<file path="src/rtl/drum_seq_pkg.sv">
// Shared defaults, voice/state enums and the step-length helper for the drum step sequencer.
// Types only: no latency, no backpressure.
package drum_seq_pkg;

  localparam int DEF_NUM_VOICES = 4;
  localparam int DEF_NUM_STEPS  = 16;
  localparam int DEF_TRIG_HOLD  = 4;

  typedef enum logic [1:0] {
    VOICE_KICK  = 2'd0,
    VOICE_SNARE = 2'd1,
    VOICE_HIHAT = 2'd2,
    VOICE_CLAP  = 2'd3
  } voice_e;

  typedef logic [DEF_NUM_STEPS-1:0] pattern_t;

  typedef enum logic {
    ST_IDLE = 1'b0,
    ST_RUN  = 1'b1
  } seq_state_e;

  // Step length never drops below two hold periods, so a retrigger always sees a low gap.
  function automatic logic [15:0] eff_len(input logic [15:0] sps, input int hold);
    logic [15:0] min_len;
    min_len = 16'(2 * hold);
    return (sps > min_len) ? sps : min_len;
  endfunction

endpackage

</file>
<file path="src/rtl/pblrc_tick_gen.sv">
// Synchronises pblrc into mclk and emits a one-cycle pulse per rising edge.
// Latency: pulse is high in the third mclk cycle after the edge; no backpressure.
module pblrc_tick_gen (
  input  logic mclk,
  input  logic rst,
  input  logic pblrc,
  output logic sample_tick
);

  // [0],[1] are the two-flop synchroniser, [2] holds the previous synchronised level.
  logic [2:0] sync;

  always_ff @(posedge mclk or negedge rst) begin
    if (!rst) begin
      sync <= '0;
    end else begin
      sync <= {sync[1:0], pblrc};
    end
  end

  assign sample_tick = sync[1] & ~sync[2];

endmodule

</file>
<file path="src/rtl/drum_step_sequencer.sv">
// Step sequencer: walks a per-voice step pattern at a sample-rate tempo and fires hold-timed triggers.
// Latency: outputs registered, one mclk after the sample tick; no backpressure, writes always accepted.
module drum_step_sequencer
  import drum_seq_pkg::*;
#(
  parameter int NUM_VOICES = DEF_NUM_VOICES,
  parameter int NUM_STEPS  = DEF_NUM_STEPS,
  parameter int TRIG_HOLD  = DEF_TRIG_HOLD
) (
  input  logic                          mclk,
  input  logic                          rst,
  input  logic                          pblrc,
  input  logic                          run,
  input  logic [15:0]                   samples_per_step,
  input  logic                          pattern_wr,
  input  logic [$clog2(NUM_VOICES)-1:0] pattern_voice,
  input  logic [NUM_STEPS-1:0]          pattern_data,
  output logic                          pattern_ack,
  output logic [NUM_VOICES-1:0]         trig,
  output logic [$clog2(NUM_STEPS)-1:0]  step_idx,
  output logic                          step_strobe
);

  localparam int SW = $clog2(NUM_STEPS);
  localparam int HW = $clog2(TRIG_HOLD + 1);
  localparam logic [SW-1:0] LAST_STEP = SW'(NUM_STEPS - 1);
  localparam logic [HW-1:0] HOLD_LOAD = HW'(TRIG_HOLD);

  logic                  sample_tick;
  seq_state_e            state;
  logic [15:0]           sample_cnt;
  logic [15:0]           cur_len;
  logic [NUM_STEPS-1:0]  active [NUM_VOICES];
  logic [NUM_STEPS-1:0]  shadow [NUM_VOICES];
  logic [HW-1:0]         hold_cnt [NUM_VOICES];
  logic [NUM_VOICES-1:0] pending;
  logic [NUM_VOICES-1:0] wr_mask;
  logic [NUM_VOICES-1:0] commit_mask;
  logic [NUM_VOICES-1:0] fire_mask;
  logic                  running_tick;
  logic                  step_fire;
  logic                  at_wrap;
  logic                  pattern_wrap;
  logic                  commit;

  pblrc_tick_gen u_tick_gen (
    .mclk        (mclk),
    .rst         (rst),
    .pblrc       (pblrc),
    .sample_tick (sample_tick)
  );

  always_comb begin
    wr_mask = '0;
    if (pattern_wr) begin
      wr_mask[pattern_voice] = 1'b1;
    end

    running_tick = (state == ST_RUN) && run && sample_tick;
    step_fire    = running_tick && (sample_cnt == 16'd0);
    at_wrap      = running_tick && (sample_cnt == cur_len - 16'd1);
    pattern_wrap = at_wrap && (step_idx == LAST_STEP);

    // Commits use the pending set as it stood before this cycle, so a same-cycle write waits.
    commit      = (|pending) && ((state == ST_IDLE) || pattern_wrap);
    commit_mask = commit ? pending : '0;

    fire_mask = '0;
    for (int v = 0; v < NUM_VOICES; v++) begin
      fire_mask[v] = step_fire && active[v][step_idx];
    end
  end

  always_ff @(posedge mclk or negedge rst) begin
    if (!rst) begin
      state       <= ST_IDLE;
      step_idx    <= '0;
      sample_cnt  <= '0;
      cur_len     <= '0;
      trig        <= '0;
      step_strobe <= 1'b0;
      pattern_ack <= 1'b0;
      pending     <= '0;
      for (int v = 0; v < NUM_VOICES; v++) begin
        active[v]   <= '0;
        shadow[v]   <= '0;
        hold_cnt[v] <= '0;
      end
    end else begin
      step_strobe <= step_fire;
      pattern_ack <= commit;
      pending     <= (pending & ~commit_mask) | wr_mask;

      for (int v = 0; v < NUM_VOICES; v++) begin
        if (wr_mask[v]) begin
          shadow[v] <= pattern_data;
        end
        if (commit_mask[v]) begin
          active[v] <= shadow[v];
        end
      end

      case (state)
        ST_IDLE: begin
          if (run) begin
            state      <= ST_RUN;
            step_idx   <= '0;
            sample_cnt <= '0;
            cur_len    <= eff_len(samples_per_step, TRIG_HOLD);
          end
        end

        ST_RUN: begin
          if (!run) begin
            state      <= ST_IDLE;
            step_idx   <= '0;
            sample_cnt <= '0;
            trig       <= '0;
            for (int v = 0; v < NUM_VOICES; v++) begin
              hold_cnt[v] <= '0;
            end
          end else if (sample_tick) begin
            // A fire reloads the hold even if the voice is still high from the previous step.
            for (int v = 0; v < NUM_VOICES; v++) begin
              if (fire_mask[v]) begin
                hold_cnt[v] <= HOLD_LOAD;
                trig[v]     <= 1'b1;
              end else if (hold_cnt[v] != '0) begin
                hold_cnt[v] <= hold_cnt[v] - 1'b1;
                if (hold_cnt[v] == HW'(1)) begin
                  trig[v] <= 1'b0;
                end
              end
            end

            if (at_wrap) begin
              sample_cnt <= '0;
              step_idx   <= (step_idx == LAST_STEP) ? '0 : step_idx + 1'b1;
              cur_len    <= eff_len(samples_per_step, TRIG_HOLD);
            end else begin
              sample_cnt <= sample_cnt + 16'd1;
            end
          end
        end

        default: state <= ST_IDLE;
      endcase
    end
  end

endmodule

</file>
<file path="config.mk">
export PLATFORM = sky130hd
export DESIGN_NAME = drum_step_sequencer
export DESIGN_NICKNAME = d
export VERILOG_FILES = /design/src/rtl/drum_seq_pkg.sv /design/src/rtl/pblrc_tick_gen.sv /design/src/rtl/drum_step_sequencer.sv
export SDC_FILE = /design/constraint.sdc
export NUM_CORES = 1
export LEC_CHECK = 0
export BUFFER_PORTS_ARGS = -buffer_cell sky130_fd_sc_hd__buf_2
export CORE_MARGIN = 8
export CORE_UTILIZATION = 65
export DETAILED_ROUTE_END_ITERATION = 8
export PLACE_DENSITY = 0.84
export SETUP_SLACK_MARGIN = 0.4
export SYNTH_ARGS = -nofsm -noshare
export SYNTH_HDL_FRONTEND = slang
export SYNTH_SLANG_ARGS = --single-unit
</file>
<file path="constraint.sdc">
create_clock -name mclk -period 6 [get_ports mclk]
set_clock_uncertainty 0.1 [all_clocks]
set_input_delay 0.3 -clock mclk [delete_from_list [all_inputs] [get_ports mclk]]
set_output_delay 0.3 -clock mclk [all_outputs]
set_load 0.02 [all_outputs]
</file>
==> run metrics <==
clock sink count=190; Routed wire per std cell=20.5 microns; Chip Height=133 microns; later-pin clock latency in the skew report=0.44 ns; global-route wire length before repair=31600 microns; worst r2r src=cur_len[0]$_DFFE_PN0P_; DP HPWL=12900 microns; Area Growth Syn to Fin=11.7%; post-CTS sizing=0; yosys warns=0; initial antenna violation count=0; Core Area=13700 sq um; placed cells=888; largest net degree at the start of global routing=114; r2r setup slk=2.23 ns; final instance count without filler cells=928; final setup violating endpoints=0; fmax=265 MHz; ANT cells=0; Crit Path Max Fanout=16; syn_nets=738; Max-Cap Viols=0; outcome=completed; layout cells sized above 1=32.1%; gr busiest metal=met2; leakage=4.27 nW; starting density of the core=65.4%; Worst-Margin Slew=1.11 ns; CTS clock-pin slew for the worst setup and hold paths=0.07 ns; design area=9970 sq um; Worst Hold End=cur_len[4]$_DFFE_PN0P_; Syn Inst Count=683; WP data required=6.22 ns; count of different cell masters after synthesis=65; crit path DAT=3.99 ns; met2 Use GR=36.6%; sequential share of the synthesized area=53.2%; vias=5844; DRC errors left=0; fin crit share=62.9%; Final ANT Viol Nets=0; Hold Violations, Final=0; EDFF count, synth=0; Period minus WS final=3.77 ns; vias in the first global route=6133; max-slew violation count=0; CTS tree=built; # rows=43; RR Endpoint=active[0]$_DFFE_PN0P_; peak supply drop=0.000230 V; die area=17700 sq um; PortBufs=48; hold path start=samples_per_step[4]; RePlAce Congestion=0.841; Setup crit start kind=flip-flop; final setup margin=2.23 ns; Worst Path Class, Setup=reg2reg; Total Power=3.61 mW; Hold WC Path Type=in2reg; total number of H-tree levels=4; Place WS=2.32 ns; Die X=133 microns; DP Area=9310 sq um; most frequent cells in the layout=dfrtp_1, mux2_2, buf_2, nand2_1, inv_1; cell area after synthesis=8930 sq um; Mapped Avg Cell Area=13.1 sq um; root buf cell=clkbuf_16; Async SR Flop Fraction=100%; Worst Reg-to-Reg Cells=9; Hold Path Depth=2; GRT Total Usage=22.4%; met1 Usage GRT=28.4%; setup TNS=0 ns; Initial DRC Count=456; Overflow after GRT=0; top-level port count=49; final WL=19000 microns; clk buf depth=2; met3 usage=5.16%; RSZ-0062 raised after global routing=no; post-layout net count=790; Pwr per Cell Area=362 nW/um^2; Crit. End Element=flip-flop; commonest non-fill, non-tap cell in the layout=dfrtp_1; Slew headroom=25.8%; number of detailed-route iterations in the first pass=5; Via density=6.30; number of synthesized register bits=190; prevailing post-synth register cell=dfrtp_1; CTS Buf Count=17
## cell families after synthesis
| logic type | count (synthesis) | share of synthesized area, % |
|---|---|---|
| DFF | 190 | 53.2 |
| muxes | 164 | 23.1 |
| and+or+nand+nor | 149 | 9.51 |
| AOI/OAI and AO/OA | 80 | 6.32 |
| buffers and inverters | 54 | 2.61 |
| xor gates and xnor gates | 30 | 2.94 |
| adders and majority gates | 16 | 2.24 |
## synthesized netlist by cell type, types with 3 or more instances
library cell	n	area (sq um)
a21o_1	6	45.0
a21oi_1	13	65.1
a31oi_1	7	43.8
and2_1	5	31.3
and3_1	4	25.0
buf_1	4	15.0
buf_2	3	15.0
buf_4	5	37.5
clkbuf_1	15	56.3
dfrtp_1	190	4750
ha_1	16	200
inv_1	26	97.6
mux2_1	23	259
mux2_2	117	1320
mux2i_1	4	40.0
mux4_2	20	450
nand2_1	27	101
nand3_1	9	45.0
nand3b_1	4	30.0
nand4_1	12	75.1
nor2_1	18	67.6
nor2b_1	5	31.3
nor3_1	23	115
nor4_1	13	81.3
o21ai_0	19	95.1
o22ai_1	5	31.3
o22ai_2	4	50.1
o2bb2ai_1	3	26.3
o31ai_1	3	22.5
or2_2	4	25.0
or3_1	4	25.0
or4_1	4	30.0
xnor2_1	21	184
xor2_1	9	78.8
## where the power goes
part	total [mW]	internal [mW]	switching (mW)	leakage (nW)
logic	0.730	0.394	0.336	1.66
registers	1.77	1.58	0.190	2.33
clock network	1.11	0.605	0.501	0.281
## layout make-up
| cell class | count | area (sq um) |
|---|---|---|
| clock inverters | 12 | 128 |
| flip-flops and latches | 190 | 4750 |
| inverters | 26 | 97.6 |
| repair buffers | 61 | 364 |
| clock buffers | 20 | 457 |
| multi-input cells | 439 | 3950 |
| fillers | 881 | 3690 |
| well taps | 180 | 225 |
## critical path: stages, from the launching register on
cell and delay, ns:
dfrtp_1 0.43, inv_1 0.10, ha_1 0.20, or4b_4 0.51, or4b_1 0.52, a21o_1 0.22
nand2_1 0.17, nand4_1 0.18, o22ai_2 0.80, mux2_2 0.43
## flip-flops by register name, indices dropped and copies added, names as in the netlist
name	flops
cur_len	16
active	64
u_tick_gen.sync	3
step_strobe	1
hold_cnt	12
step_idx	4
state	1
pending	4
sample_cnt	16
pattern_ack	1
trig	4
shadow	64
## stage by stage
step	utilization, %	hold slack [ns]
after floorplan	-	-0.0956
after global placement	68.1	0.237
after detailed placement	68.1	0.235
after CTS	73.0	0.000811
after global routing	73.0	0.0195
final	73.0	0.00937
## what timing repair did
item                                   CTS  global route
setup buffers                            0             0
hold buffers                             8             0
endpoints found under the hold margin  119             0
setup endpoints to repair                0             0
## how the worst max path moves through the flow
stage | from | end | slack, ns
after global routing | state$_DFF_PN0_ | active[32]$_DFFE_PN0P_ | 2.01
after floorplan | cur_len[0]$_DFFE_PN0P_ | cur_len[13]$_DFFE_PN0P_ | 2.82
after CTS | cur_len[0]$_DFFE_PN0P_ | active[13]$_DFFE_PN0P_ | 2.27
final | cur_len[0]$_DFFE_PN0P_ | active[0]$_DFFE_PN0P_ | 2.23
after detailed placement | cur_len[0]$_DFFE_PN0P_ | active[12]$_DFFE_PN0P_ | 2.32
after global placement | cur_len[0]$_DFFE_PN0P_ | active[42]$_DFFE_PN0P_ | 2.44
## layer usage
metal  wire (microns)  up-vias  share of wire (%)
met2             9680      176                 51
met4              422        0                2.2
met3              937       36                4.9
li1                 -     2617                  -
met5                0        -                  0
met1             8010     3015                 42
(Power assumes the default switching activity.)
